$ cat src/rtl/time_entry_encoder_pkg.sv
// Shared constants and types for the keyed time-entry encoder.
// Key codes match the display path digit space.
package time_entry_encoder_pkg;

   localparam logic [3:0] KEY_DIG_MAX = 4'd9;
   localparam logic [3:0] KEY_A       = 4'd12;
   localparam logic [3:0] KEY_P       = 4'd13;
   localparam logic [3:0] KEY_BLANK   = 4'd14;
   localparam logic [3:0] KEY_OFF     = 4'd15;

   localparam logic [6:0] NO_TIME   = 7'h7F;
   localparam logic [6:0] HH_MAX_24 = 7'd23;
   localparam logic [6:0] HH_MAX_12 = 7'd12;
   localparam logic [6:0] MS_MAX    = 7'd59;

   localparam logic [2:0] CUR_H1   = 3'd0;
   localparam logic [2:0] CUR_H2   = 3'd1;
   localparam logic [2:0] CUR_M1   = 3'd2;
   localparam logic [2:0] CUR_M2   = 3'd3;
   localparam logic [2:0] CUR_S1AP = 3'd4;
   localparam logic [2:0] CUR_S2   = 3'd5;
   localparam logic [2:0] CUR_IDLE = 3'd7;

   typedef enum logic [3:0] {
      ST_IDLE,
      ST_H1,
      ST_H2,
      ST_M1,
      ST_M2,
      ST_S1,
      ST_S2,
      ST_AP,
      ST_CHECK
   } state_t;

endpackage

$ cat src/rtl/time_entry_encoder_bcd2_to_bin.sv
// Two BCD digits to a 7-bit binary value, tens*10 + ones via shifts.
module bcd2_to_bin (
   input  logic [3:0] i_tens,
   input  logic [3:0] i_ones,
   output logic [6:0] o_bin
);

   logic [6:0] w_tens;

   assign w_tens = {3'b000, i_tens};
   assign o_bin  = (w_tens << 3) + (w_tens << 1) + {3'b000, i_ones};

endmodule

$ cat src/rtl/time_entry_encoder.sv
// Assembles keyed digits into validated 24-hour HH/MM/SS with a valid pulse.
// Optional entry timeout enabled by defining TIME_ENTRY_TIMEOUT_EN.
module time_entry_encoder
   import time_entry_encoder_pkg::*;
#(
   parameter int TIMEOUT_CYCLES = 50_000_000
) (
   input  logic       clk,
   input  logic       rst,
   input  logic       start,
   input  logic       clear,
   input  logic       showAP,
   input  logic       key_valid,
   input  logic [3:0] key_code,
   output logic [6:0] finalHH,
   output logic [6:0] finalMM,
   output logic [6:0] finalSS,
   output logic       time_valid,
   output logic       entry_error,
   output logic       busy,
   output logic [2:0] cursor
);

   state_t     r_state;
   state_t     w_state_next;
   logic       r_mode_ap, r_pm;
   logic [3:0] r_h1, r_h2, r_m1, r_m2, r_s1, r_s2;
   logic [6:0] r_final_hh, r_final_mm, r_final_ss;
   logic       r_time_valid, r_entry_error;

   logic       w_key_digit, w_key_ap, w_accept, w_clear_busy, w_timeout;
   logic       w_pulse_valid, w_pulse_error, w_entry_ok;
   logic [6:0] w_hh, w_mm, w_ss, w_hh_final;

   bcd2_to_bin u_hh (.i_tens(r_h1), .i_ones(r_h2), .o_bin(w_hh));
   bcd2_to_bin u_mm (.i_tens(r_m1), .i_ones(r_m2), .o_bin(w_mm));
   bcd2_to_bin u_ss (.i_tens(r_s1), .i_ones(r_s2), .o_bin(w_ss));

   assign w_key_digit  = key_valid && (key_code <= KEY_DIG_MAX);
   assign w_key_ap     = key_valid && ((key_code == KEY_A) || (key_code == KEY_P));
   assign w_clear_busy = clear && (r_state != ST_IDLE);
   assign w_accept     = !w_clear_busy &&
                         (((r_state != ST_IDLE) && (r_state != ST_AP) &&
                           (r_state != ST_CHECK) && w_key_digit) ||
                          ((r_state == ST_AP) && w_key_ap));

   always_comb begin
      if (r_mode_ap) begin
         w_entry_ok = (w_hh != 7'd0) && (w_hh <= HH_MAX_12) && (w_mm <= MS_MAX);
      end else begin
         w_entry_ok = (w_hh <= HH_MAX_24) && (w_mm <= MS_MAX) && (w_ss <= MS_MAX);
      end
   end

   // 12A is midnight and 12P is noon; other PM hours shift by twelve.
   always_comb begin
      w_hh_final = w_hh;
      if (r_mode_ap) begin
         if (w_hh == HH_MAX_12) begin
            w_hh_final = r_pm ? HH_MAX_12 : 7'd0;
         end else if (r_pm) begin
            w_hh_final = w_hh + 7'd12;
         end
      end
   end

   // NOTE: every combinational output gets a default first so no latch is inferred.
   always_comb begin
      w_state_next  = r_state;
      w_pulse_valid = 1'b0;
      w_pulse_error = 1'b0;
      unique case (r_state)
         ST_IDLE:  if (start && !clear) w_state_next = ST_H1;
         ST_H1:    if (w_key_digit) w_state_next = ST_H2;
         ST_H2:    if (w_key_digit) w_state_next = ST_M1;
         ST_M1:    if (w_key_digit) w_state_next = ST_M2;
         ST_M2:    if (w_key_digit) w_state_next = r_mode_ap ? ST_AP : ST_S1;
         ST_S1:    if (w_key_digit) w_state_next = ST_S2;
         ST_S2:    if (w_key_digit) w_state_next = ST_CHECK;
         ST_AP:    if (w_key_ap) w_state_next = ST_CHECK;
         ST_CHECK: begin
            w_state_next  = w_entry_ok ? ST_IDLE : ST_H1;
            w_pulse_valid = w_entry_ok;
            w_pulse_error = !w_entry_ok;
         end
         default:  w_state_next = ST_IDLE;
      endcase
      if (w_clear_busy) begin
         w_state_next  = ST_H1;
         w_pulse_valid = 1'b0;
         w_pulse_error = 1'b0;
      end else if (w_timeout) begin
         w_state_next  = ST_IDLE;
         w_pulse_valid = 1'b0;
         w_pulse_error = 1'b1;
      end
   end

   // NOTE: state is updated with non-blocking assignments; reset is synchronous.
   always_ff @(posedge clk) begin
      if (rst) begin
         r_state       <= ST_IDLE;
         r_mode_ap     <= 1'b0;
         r_pm          <= 1'b0;
         r_h1          <= 4'd0;
         r_h2          <= 4'd0;
         r_m1          <= 4'd0;
         r_m2          <= 4'd0;
         r_s1          <= 4'd0;
         r_s2          <= 4'd0;
         r_final_hh    <= NO_TIME;
         r_final_mm    <= 7'd0;
         r_final_ss    <= 7'd0;
         r_time_valid  <= 1'b0;
         r_entry_error <= 1'b0;
      end else begin
         r_state       <= w_state_next;
         r_time_valid  <= w_pulse_valid;
         r_entry_error <= w_pulse_error;
         if ((r_state == ST_IDLE) && start && !clear) r_mode_ap <= showAP;
         if (w_clear_busy) begin
            r_h1 <= 4'd0;
            r_h2 <= 4'd0;
            r_m1 <= 4'd0;
            r_m2 <= 4'd0;
            r_s1 <= 4'd0;
            r_s2 <= 4'd0;
         end else if (w_accept) begin
            case (r_state)
               ST_H1:   r_h1 <= key_code;
               ST_H2:   r_h2 <= key_code;
               ST_M1:   r_m1 <= key_code;
               ST_M2:   r_m2 <= key_code;
               ST_S1:   r_s1 <= key_code;
               ST_S2:   r_s2 <= key_code;
               ST_AP:   r_pm <= (key_code == KEY_P);
               default: ;
            endcase
         end
         if (w_pulse_valid) begin
            r_final_hh <= w_hh_final;
            r_final_mm <= w_mm;
            r_final_ss <= r_mode_ap ? 7'd0 : w_ss;
         end
      end
   end

`ifdef TIME_ENTRY_TIMEOUT_EN
   logic [25:0] r_idle_cnt;

   always_ff @(posedge clk) begin
      if (rst || (r_state == ST_IDLE) || w_accept || clear ||
          ((w_state_next == ST_H1) && (r_state != ST_H1))) begin
         r_idle_cnt <= 26'd0;
      end else begin
         r_idle_cnt <= r_idle_cnt + 26'd1;
      end
   end

   assign w_timeout = (r_state != ST_IDLE) && (r_state != ST_CHECK) && !w_accept &&
                      !w_clear_busy && (r_idle_cnt == 26'(TIMEOUT_CYCLES - 1));
`else
   logic w_unused_timeout;
   assign w_unused_timeout = (TIMEOUT_CYCLES == 0);
   assign w_timeout        = 1'b0;
`endif

   always_comb begin
      unique case (r_state)
         ST_H1:        cursor = CUR_H1;
         ST_H2:        cursor = CUR_H2;
         ST_M1:        cursor = CUR_M1;
         ST_M2:        cursor = CUR_M2;
         ST_S1, ST_AP: cursor = CUR_S1AP;
         ST_S2:        cursor = CUR_S2;
         default:      cursor = CUR_IDLE;
      endcase
   end

   assign busy        = (r_state != ST_IDLE);
   assign finalHH     = r_final_hh;
   assign finalMM     = r_final_mm;
   assign finalSS     = r_final_ss;
   assign time_valid  = r_time_valid;
   assign entry_error = r_entry_error;

endmodule

$ cat config.mk
export PLATFORM = sky130hd
export DESIGN_NAME = time_entry_encoder
export DESIGN_NICKNAME = d
export VERILOG_FILES = /design/src/rtl/time_entry_encoder_pkg.sv /design/src/rtl/time_entry_encoder_bcd2_to_bin.sv /design/src/rtl/time_entry_encoder.sv
export SDC_FILE = /design/constraint.sdc
export NUM_CORES = 1
export LEC_CHECK = 0
export CAP_MARGIN = 10
export CORE_MARGIN = 2
export CORE_UTILIZATION = 52
export CTS_BUF_LIST = sky130_fd_sc_hd__clkbuf_4 sky130_fd_sc_hd__clkbuf_8
export CTS_CLUSTER_DIAMETER = 60
export CTS_CLUSTER_SIZE = 12
export DETAILED_ROUTE_END_ITERATION = 7
export PLACE_DENSITY_LB_ADDON = 0.12
export SYNTH_ARGS = -nofsm -noshare
export SYNTH_HDL_FRONTEND = slang
export SYNTH_SLANG_ARGS = --single-unit
$ cat constraint.sdc
create_clock -name clk -period 3.17 [get_ports clk]
set_input_delay 0.317 -clock clk [delete_from_list [all_inputs] [get_ports clk]]
set_output_delay 0.317 -clock clk [all_outputs]
set_load 0.01 [all_outputs]
==> out/qor.yml, run 1 <==
synth:
  yosysWarnings: 0
  synth_edf_count: 0
  syn-num-nets: 387
  synth_cell_types: 55
  ys.flop_type: "dfxtp_1"
  syn_area_um2: 3090
  postSynth.asyncResetShare_pct: 0
  synth_seq_cells: 53
  yosysSeqAreaShare_pct: 34.3
  syn_area_per_cell_um2: 8.94
  synthCells: 346
global_routing:
  grt_max_degree: 21
  grt_usage_pct: 22.5
  antenna_found_initial: 0
  first_global_vias: 2455
  grt.overflow.total: 0
  grt_pass1_wl_um: 11600
die:
  ios: 37
  initial_core_util_pct: 52.9
  rows: 28
  die_h_um: 81.1
  die_x_um: 81.1
  dieArea_um2: 6580
  core_area_um2: 5850
setup_path:
  cpLargestDelayFamily: "adder cells"
  critPathKind: "flop to flop"
  path_depth: 11
  max_stage_delay_ns: 0.57
  r2r_start: "r_h1[0]$_SDFFE_PP0P_"
  cp_slowest_cell: "fa_1"
  reg2reg_depth: 11
  crit_path_start: "r_h1[0]$_SDFFE_PP0P_"
  path_cells: "inv_1, fa_1, fa_1, buf_4, ha_1, and3_1, a211oi_2, o32ai_2, and3_1, a21o_1, a221oi_2"
  end_kind: "flop"
  cp-start-kind: "flop"
  cp.required_ns: 3.39
  path_buf_inv: 2
  cp.arrival_ns: 3.25
  critPathMaxFanout: 5
run:
  maxCapViolations: 0
sta:
  rsz0062_at_grt: "false"
  period_needed_ns: 3.03
  worstMarginPinSlew_ns: 0.540
  clock.fmax_ghz: 0.330
  drv_slew: 0
  hold_slack_ns: 0.465
  hold_viol: 0
  fin_crit_sh_pct: 95.5
  setup_viol: 0
  clock_skew_ns: 0.00856
  fin_setup_tns_ns: 0
  slew-limit-headroom_pct: 64.0
worst_hold_path:
  hp-start: "finalHH[5]$_SDFFE_PP1P_"
  hold_depth: 1
  holdCritPathClass: "flop to flop"
drt:
  dr.pass1.iters: 4
  drt-met1-wl_um: 3330
  wl_met3_um: 190
  drcViolationCount: 0
  via_count: 2626
  dr_wl_met2_um: 3510
  top_layer: "met4"
  vias_per_cell: 5.72
  wirelength_um: 7070
  initialDrtViolationCount: 133
  antenna_left: 0
  wire_per_inst_um: 15.4
clock_network:
  clock_latency_ns: 0.30
  post_cts_buffers: 0
  clk_path_buf_depth: 2
  cts_buffers: 5
  tritoncts: "yes"
  htreeDepth: 2
  cts_root_buffer: "clkbuf_8"
  postCtsHoldBufs: 0
  clock_sinks: 53
  clk_pin_slew_worst_paths_ns: 0.10
pwr:
  cellLeakagePower_nw: 1.43
  p_int_mw: 1.07
  power.total_mw: 1.52
  power_per_cell_area_nw_per_um2: 412
  peakVddDrop_v: 0.000330
  sw_frac_of_total_pct: 29.8
  clock_power_share_pct: 30.4
  switching_power_uw: 453
  power_frac_seq_pct: 47.4
  comb_power_share_pct: 22.2
layout:
  area_delta_synth_final_pct: 19.3
  drive_gt1_share_pct: 9.38
  nNetsFinal: 424
  fillerInstances: 525
  seq_area_um2: 1060
  num_antenna_cells: 0
  multi_input_area_um2: 1890
  instances_no_fill: 459
place:
  port_buffers: 36
  dp.cells: 451
  dp_hpwl_um: 5210
  routabilityCongestion: 0.870
outcome:
  outcome: "finished, final reports clean"
-- per-stage QoR --
stage	util [%]	setup WS (ns)	area (um^2)
6_report	63.1	0.142	3690
4_1_cts	62.7	0.0243	3670
2_1_floorplan	-	0.0258	3090
3_3_place_gp	60.5	0.0592	3540
3_5_place_dp	60.5	-0.112	3540
5_1_grt	63.1	0.00323	3690
-- logic make-up after synthesis --
family | after synthesis | synth area share (%)
buf+inv | 38 | 5.38
mux | 15 | 4.85
simple gates | 104 | 18.4
flops | 53 | 34.3
fa+ha+maj | 31 | 14.0
xor+xnor | 13 | 3.68
compound gates | 92 | 19.3
-- worst reg2reg max path, delay by kind of cell (launching register included) --
kind / cells / cell delay (ns)
buf+inv: 2 / 0.23
flops: 1 / 0.34
fa+ha+maj: 3 / 1.19
compound gates: 4 / 0.81
simple gates: 2 / 0.39
-- repair_timing --
| item | 4_1_cts | 5_1_grt |
|---|---|---|
| hold endpoints to repair | 0 | 0 |
| endpoints found under the setup margin | 4 | 22 |
| resized for setup | 3 | 5 |
| pin swaps | 0 | 2 |
-- registers in the layout (all words and copies together), names as in the netlist --
name         cells
entry_error      1
finalHH          7
finalMM          7
finalSS          7
r_h1             4
r_h2             4
r_m1             4
r_m2             4
r_mode_ap        1
r_pm             1
r_s1             4
r_s2             4
r_state          4
time_valid       1
-- layer usage --
layer	track usage, %	vias up
met1	29.8	1272
li1	-	1312
met3	3.44	4
met2	39.5	38
met4	3.73	0
met5	0	-
-- synthesized netlist by cell type, types with 2 or more instances --
| master | number | area (um^2) |
|---|---|---|
| nor2_1 | 28 | 105 |
| a21oi_1 | 33 | 165 |
| nand4b_1 | 7 | 61.3 |
| a211oi_1 | 3 | 22.5 |
| nand3_1 | 12 | 60.1 |
| xnor2_1 | 7 | 61.3 |
| dfxtp_1 | 53 | 1060 |
| ha_1 | 25 | 313 |
| buf_2 | 7 | 35.0 |
| nor3b_1 | 3 | 22.5 |
| xor2_1 | 6 | 52.6 |
| o21ai_0 | 28 | 140 |
| nand2_1 | 21 | 78.8 |
| buf_6 | 2 | 22.5 |
| fa_1 | 6 | 120 |
| inv_1 | 20 | 75.1 |
| a31o_2 | 2 | 17.5 |
| nor3_1 | 7 | 35.0 |
| o211ai_1 | 3 | 22.5 |
| clkbuf_1 | 8 | 30.0 |
| nor2_2 | 2 | 12.5 |
| and3_1 | 6 | 37.5 |
| mux2i_1 | 15 | 150 |
| nand2b_1 | 3 | 18.8 |
| and4b_1 | 2 | 20.0 |
| a21o_1 | 7 | 52.6 |
| nor2b_1 | 2 | 12.5 |
-- layout by cell type (no fill, tap or decap), drive strengths merged, types with 2 or more instances in the layout --
| master | count |
|---|---|
| nand4b | 7 |
| fa | 6 |
| nand3 | 12 |
| o21ai | 28 |
| nor2b | 2 |
| a31o | 2 |
| and4b | 2 |
| clkdlybuf4s50 | 36 |
| nand2 | 22 |
| buf | 11 |
| xnor2 | 7 |
| and3 | 6 |
| o211ai | 4 |
| inv | 20 |
| nor3 | 8 |
| xor2 | 6 |
| nand2b | 3 |
| a21o | 7 |
| o221ai | 2 |
| clkinv | 2 |
| a211oi | 3 |
| nor2 | 30 |
| or4 | 2 |
| a21oi | 33 |
| mux2i | 15 |
| o2111ai | 2 |
| nor3b | 3 |
| dfxtp | 53 |
| clkbuf | 5 |
| ha | 25 |
-- final cells by class --
type | instances | share of cell area (%)
multi-input combinational | 255 | 51.3
sequential | 53 | 28.8
timing repair buffer | 47 | 12.1
tap | 75 | 2.54
inverter | 21 | 2.14
clock buffer | 5 | 1.87
clock inverter | 3 | 1.25
-- power by group through the flow --
stage / clock, mW / sequential, mW / combinational (mW)
finish: 0.463 / 0.721 / 0.337
floorplan: 0 / 0.704 / 0.263
global placement: 0 / 0.735 / 0.331
CTS: 0.471 / 0.721 / 0.332
global route: 0.496 / 0.726 / 0.367
detailed placement: 0 / 0.736 / 0.330
-- path summary, 6_finish.rpt --
path	end	slack, ns
worst max register to register	r_state[0]$_SDFFE_PP0P_	0.14
worst max-delay path	r_state[0]$_SDFFE_PP0P_	0.14
worst min register to register	finalHH[5]$_SDFFE_PP1P_	0.46
worst min-delay path	finalHH[5]$_SDFFE_PP1P_	0.46
No activity file was read; power rests on OpenSTA's default activity.
==> run 2, diff against run 1 <==
--- a/config.mk
+++ b/config.mk
@@ -6,7 +6,7 @@
 export NUM_CORES = 1
 export LEC_CHECK = 0
 export CAP_MARGIN = 10
-export CORE_MARGIN = 2
+export CORE_MARGIN = 4
 export CORE_UTILIZATION = 52
 export CTS_BUF_LIST = sky130_fd_sc_hd__clkbuf_4 sky130_fd_sc_hd__clkbuf_8
 export CTS_CLUSTER_DIAMETER = 60
==> run 2 against run 1 <==
Worst hold slack improved by 0.0022 ns. Clock skew up 0.0059 ns. Critical path depth unchanged. Setup slack better by 0.024 ns. Largest power group unchanged.
==> out/qor.yml, run 2 (synthesis gave the netlist of run 1 again) <==
drt:
  initialDrtViolationCount: 94  # was 133
  wire_per_inst_um: 15.6  # was 15.4 um
  antenna_left: 0  # unchanged
  drcViolationCount: 0  # unchanged
  wirelength_um: 7120  # was 7070 um
  dr.pass1.iters: 4  # unchanged
  via_count: 2583  # was 2626
  vias_per_cell: 5.65  # was 5.72
clock_network:
  cts_buffers: 5  # unchanged
  cts_root_buffer: "clkbuf_8"  # unchanged
  tritoncts: "yes"  # unchanged
  clk_path_buf_depth: 2  # unchanged
  htreeDepth: 2  # unchanged
  clock_sinks: 53  # unchanged
  clock_latency_ns: 0.31  # was 0.30 ns
  post_cts_buffers: 0  # unchanged
  clk_pin_slew_worst_paths_ns: 0.11  # was 0.10 ns
place:
  pre_cts_slack_ns: -0.0707  # was -0.112 ns
  routabilityCongestion: 0.866  # was 0.870
  dp_hpwl_um: 5350  # was 5210 um
  dpl_cell_area_um2: 3550  # was 3540 um^2
  dp.cells: 448  # was 451
  port_buffers: 36  # unchanged
global_routing:
  busiest_layer: "met2"  # unchanged
  first_global_vias: 2475  # was 2455
  met3_usage_pct: 3.01  # was 3.44%
  grt_usage_pct: 20.3  # was 22.5%
  grt.overflow.total: 0  # unchanged
  antenna_found_initial: 0  # unchanged
  grt_pass1_wl_um: 12000  # was 11600 um
  globalRouteMet1Util_pct: 26.5  # was 29.8%
  grt_util_met2_pct: 35.1  # was 39.5%
  grt_max_degree: 20  # was 21
sta:
  drv_slew: 0  # unchanged
  worstMarginPinSlew_ns: 0.585  # was 0.540 ns
  clock_skew_ns: 0.0145  # was 0.00856 ns
  period_needed_ns: 3.00  # was 3.03 ns
  fin_crit_sh_pct: 94.8  # was 95.5%
  slew-limit-headroom_pct: 60.9  # was 64.0%
  hold_viol: 0  # unchanged
  fin_ws_ns: 0.165  # was 0.142 ns
  clock.fmax_ghz: 0.333  # was 0.330 GHz
  hold_slack_ns: 0.467  # was 0.465 ns
  rsz0062_at_grt: "true"  # was false
  setup_viol: 0  # unchanged
pwr:
  cellLeakagePower_nw: 1.44  # was 1.43 nW
  power_per_cell_area_nw_per_um2: 393  # was 412 nW/um^2
  peakVddDrop_v: 0.000310  # was 0.000330 V
die:
  initial_core_util_pct: 54.8  # was 52.9%
  die_x_um: 85.1  # was 81.1 um
  core_area_um2: 5640  # was 5850 um^2
  dieArea_um2: 7250  # was 6580 um^2
  die_h_um: 85.1  # was 81.1 um
  rows: 27  # was 28
  ios: 37  # unchanged
setup_path:
  critPathKind: "flop to flop"  # unchanged
  end_kind: "flop"  # unchanged
  critPathMaxFanout: 16  # was 5
  cp.required_ns: 3.36  # was 3.39 ns
  cp.arrival_ns: 3.19  # was 3.25 ns
  cp-start-kind: "flop"  # unchanged
layout:
  instances_no_fill: 457  # was 459
  area_delta_synth_final_pct: 20.1  # was 19.3%
  final_common_cell: "dfxtp_1"  # unchanged
  mostFrequentLayoutCells: "52 x dfxtp_1, 36 x clkdlybuf4s50_1, 32 x a21oi_1"  # was 53 x dfxtp_1, 36 x clkdlybuf4s50_1, 33 x a21oi_1
  num_antenna_cells: 0  # unchanged
  multi_input_area_um2: 1920  # was 1890 um^2
  drive_gt1_share_pct: 10.9  # was 9.38%
  fillerInstances: 487  # was 525
  final_area_um2: 3710  # was 3690 um^2
  seq_area_um2: 1060  # about the same
  nNetsFinal: 425  # was 424
outcome:
  outcome: "finished, final reports clean"  # unchanged
worst_hold_path:
  holdCritPathClass: "flop to flop"  # unchanged
run:
  maxCapViolations: 0  # unchanged
[run 2: path summary, 6_finish.rpt]
| kind | to | slack (ns) | startpoint | depth (start not counted) |
|---|---|---|---|---|
| worst max-delay path | finalSS[5]$_SDFFE_PP0P_ | 0.17 | r_h1[0]$_SDFFE_PP0P_ | 11 |
| worst min register to register | finalHH[6]$_SDFFE_PP1P_ | 0.47 | finalHH[6]$_SDFFE_PP1P_ | 1 |
| worst max register to register | finalSS[5]$_SDFFE_PP0P_ | 0.17 | r_h1[0]$_SDFFE_PP0P_ | 11 |
| worst min-delay path | finalHH[6]$_SDFFE_PP1P_ | 0.47 | finalHH[6]$_SDFFE_PP1P_ | 1 |
[run 2: per-stage QoR]
step	TNS [ns]	utilization (%)	total power, mW
CTS	0	64.8	1.46
floorplan	0	-	0.967
finish	0	65.8	1.46
global placement	0	62.9	1.07
global route	-0.0693	65.8	1.53
detailed placement	-0.114	62.9	1.07
[run 2: worst max-delay path, cell delays in order, from the launching register on]
cell and delay (ns):
dfxtp_2 0.34, inv_1 0.05, fa_1 0.58, fa_1 0.45
buf_6 0.15, ha_1 0.18, nor3b_1 0.14, o32ai_2 0.32
nand4_1 0.20, buf_6 0.20, o211ai_1 0.18, o41ai_2 0.10
[run 2: final cells by class]
class | count | share of cell area (%)
multi-input cells | 255 | 51.6
flip-flops and latches | 53 | 28.6
repair buffers | 48 | 12.7
well taps | 72 | 2.43
inverters | 21 | 2.12
clock buffers | 5 | 1.85
clock inverters | 3 | 0.674
[run 2: routing by layer]
| metal | up-vias | wire length, um |
|---|---|---|
| met2 | 34 | 3490 |
| met4 | 0 | 89 |
| met3 | 10 | 207 |
| met1 | 1224 | 3330 |
| li1 | 1315 | - |
| met5 | - | 0 |
[run 2: what timing repair did]
action / in CTS / in global routing
gates cloned: 0 / 1
gates resized for setup: 2 / 17
hold buffers: 0 / 0
setup endpoints to repair: 6 / 22
pin swaps: 0 / 8
[run 2: report_power, final]
part           internal, mW  leakage (nW)  total (mW)  switching, mW
Sequential            0.679         0.428       0.721         0.0422
Clock                 0.160        0.0447       0.394          0.234
Combinational         0.154         0.963       0.344          0.190
Total                 0.993          1.44        1.46          0.466
==> run 3, diff against run 2 <==
--- a/config.mk
+++ b/config.mk
@@ -12,7 +12,7 @@
 export CTS_CLUSTER_DIAMETER = 60
 export CTS_CLUSTER_SIZE = 12
 export DETAILED_ROUTE_END_ITERATION = 7
-export PLACE_DENSITY_LB_ADDON = 0.12
+export PLACE_DENSITY = 0.79
 export SYNTH_ARGS = -nofsm -noshare
 export SYNTH_HDL_FRONTEND = slang
 export SYNTH_SLANG_ARGS = --single-unit
==> run 3 against run 2 <==
Global-route usage is 0.82 points higher. Via count is 5.1% higher. Non-clock buffer count stayed put. Worst hold slack worse by 0.0010 ns. First-iteration DRC count is 83% higher. Wire length is 6.9% higher. Design area is 1.8% higher.
==> out/qor.yml, run 3 (synthesis gave the netlist of run 1 again) <==
place:
  routabilityCongestion: 0.854  # was 0.866
  port_buffers: 36  # unchanged
  dpl_cell_area_um2: 3520  # was 3550 um^2
  dp_hpwl_um: 5510  # was 5350 um
sta:
  fin_setup_tns_ns: 0  # unchanged
  slew-limit-headroom_pct: 62.6  # was 60.9%
  drv_slew: 0  # unchanged
  rsz0062_at_grt: "true"  # unchanged
  clock.fmax_ghz: 0.320  # was 0.333 GHz
  worstMarginPinSlew_ns: 0.561  # was 0.585 ns
  clock_skew_ns: 0.00908  # was 0.0145 ns
  hold_slack_ns: 0.466  # was 0.467 ns
  setup_viol: 0  # unchanged
  period_needed_ns: 3.12  # was 3.00 ns
  fin_crit_sh_pct: 98.5  # was 94.8%
  hold_viol: 0  # unchanged
setup_path:
  cp-start-kind: "flop"  # unchanged
  path_depth: 12  # was 11
  end_kind: "flop"  # unchanged
  path_cells: "inv_2, fa_1, fa_1, inv_2, ha_4, nor3b_4, nor3_2, o32ai_2, nand4_1, buf_6, o211ai_1, o41ai_1"  # was inv_1, fa_1, fa_1, buf_6, ha_1, nor3b_1, o32ai_2, nand4_1, buf_6, o211ai_1, o41ai_2
  cpLargestDelayFamily: "adder cells"  # unchanged
  cp.arrival_ns: 3.32  # was 3.19 ns
  critPathKind: "flop to flop"  # unchanged
  max_stage_delay_ns: 0.58  # about the same
  cp_slowest_cell: "fa_1"  # unchanged
  critPathMaxFanout: 8  # was 16
  reg2reg_depth: 12  # was 11
  path_buf_inv: 3  # unchanged
  cp.required_ns: 3.37  # was 3.36 ns
run:
  maxCapViolations: 0  # unchanged
layout:
  fillerInstances: 442  # was 487
  utilization_pct: 67.0  # was 65.8%
  area_delta_synth_final_pct: 22.3  # was 20.1%
  num_antenna_cells: 0  # unchanged
  nNetsFinal: 425  # unchanged
  mostFrequentLayoutCells: "51 x dfxtp_1, 36 x clkdlybuf4s50_1, 33 x a21oi_1"  # was 52 x dfxtp_1, 36 x clkdlybuf4s50_1, 32 x a21oi_1
  final_common_cell: "dfxtp_1"  # unchanged
  final_area_um2: 3780  # was 3710 um^2
  drive_gt1_share_pct: 12.2  # was 10.9%
die:
  ios: 37  # unchanged
  die_h_um: 85.1  # unchanged
  core_area_um2: 5640  # unchanged
  rows: 27  # unchanged
  dieArea_um2: 7250  # unchanged
  die_x_um: 85.1  # unchanged
  initial_core_util_pct: 54.8  # unchanged
global_routing:
  grt_pass1_wl_um: 12300  # was 12000 um
  busiest_layer: "met2"  # unchanged
  grt_max_degree: 20  # unchanged
  grt_util_met2_pct: 37.9  # was 35.1%
  met3_usage_pct: 3.20  # was 3.01%
  first_global_vias: 2548  # was 2475
  antenna_found_initial: 0  # unchanged
  globalRouteMet1Util_pct: 25.8  # was 26.5%
  grt_usage_pct: 21.1  # was 20.3%
  grt.overflow.total: 0  # unchanged
clock_network:
  clock_sinks: 53  # unchanged
  clk_pin_slew_worst_paths_ns: 0.10  # was 0.11 ns
  htreeDepth: 2  # unchanged
  cts_root_buffer: "clkbuf_8"  # unchanged
  clk_path_buf_depth: 2  # unchanged
  clock_latency_ns: 0.32  # was 0.31 ns
  tritoncts: "yes"  # unchanged
  cts_buffers: 5  # unchanged
drt:
  wire_per_inst_um: 16.7  # was 15.6 um
  drcViolationCount: 0  # unchanged
  dr.pass1.iters: 5  # was 4
  via_count: 2715  # was 2583
  wirelength_um: 7610  # was 7120 um
  antenna_left: 0  # unchanged
  vias_per_cell: 5.94  # was 5.65
  initialDrtViolationCount: 172  # was 94
worst_hold_path:
  holdCritPathClass: "flop to flop"  # unchanged
  hold_depth: 1  # unchanged
pwr:
  power_per_cell_area_nw_per_um2: 413  # was 393 nW/um^2
  peakVddDrop_v: 0.000249  # was 0.000310 V
  power.total_mw: 1.56  # was 1.46 mW
  cellLeakagePower_nw: 1.45  # was 1.44 nW
outcome:
  outcome: "finished, final reports clean"  # unchanged
## run 3: changes by cell type in the layout (fill, tap and decap cells not counted), moves of 2 or more
cell	previous run	this run
o21ai_0	26	17
o21ai_1	2	10
ha_1	25	23
ha_4	0	2
inv_1	20	18
inv_2	0	2
## run 3: layer usage
layer,share of wire (%),wire (um),vias to the layer above
met5,0,0,-
met4,2.6,196,0
met1,42,3200,1299
met2,51,3880,73
met3,4.3,330,22
li1,-,-,1321
## run 3: worst paths after layout
kind                      startpoint                      end  slack [ns]
min          finalHH[6]$_SDFFE_PP1P_  finalHH[6]$_SDFFE_PP1P_        0.47
min reg2reg  finalHH[6]$_SDFFE_PP1P_  finalHH[6]$_SDFFE_PP1P_        0.47
max reg2reg     r_h2[3]$_SDFFE_PP0P_  finalSS[5]$_SDFFE_PP0P_        0.05
max             r_h2[3]$_SDFFE_PP0P_  finalSS[5]$_SDFFE_PP0P_        0.05
## run 3: metrics by stage
step / worst slack (ns) / cells
after CTS: 0.00871 / 454
after detailed placement: -0.141 / 446
after floorplan: 0.0258 / 346
final: 0.0469 / 457
after global routing: -0.117 / 457
after global placement: 0.0326 / 446
## run 3: where the power goes
part           leakage [nW]  switching (mW)  internal, mW
Clock                0.0574           0.234         0.257
Sequential            0.429          0.0406         0.679
Combinational         0.959           0.193         0.157
## run 3: cell type report
cell class	instances	area, um^2	area share [%]
timing repair buffer	48	465	12.3
clock buffer	6	82.6	2.18
inverter	21	78.8	2.08
clock inverter	2	37.5	0.992
tap	72	90.1	2.38
sequential	53	1060	28.1
multi-input combinational	255	1960	51.9
## run 3: timing repair
item / in CTS / in global routing
hold buffers: 0 / 0
setup buffers: 0 / 1
pin swaps: 1 / 7
gates resized for setup: 4 / 39
endpoints found under the setup margin: 20 / 22
cloned: 0 / 2
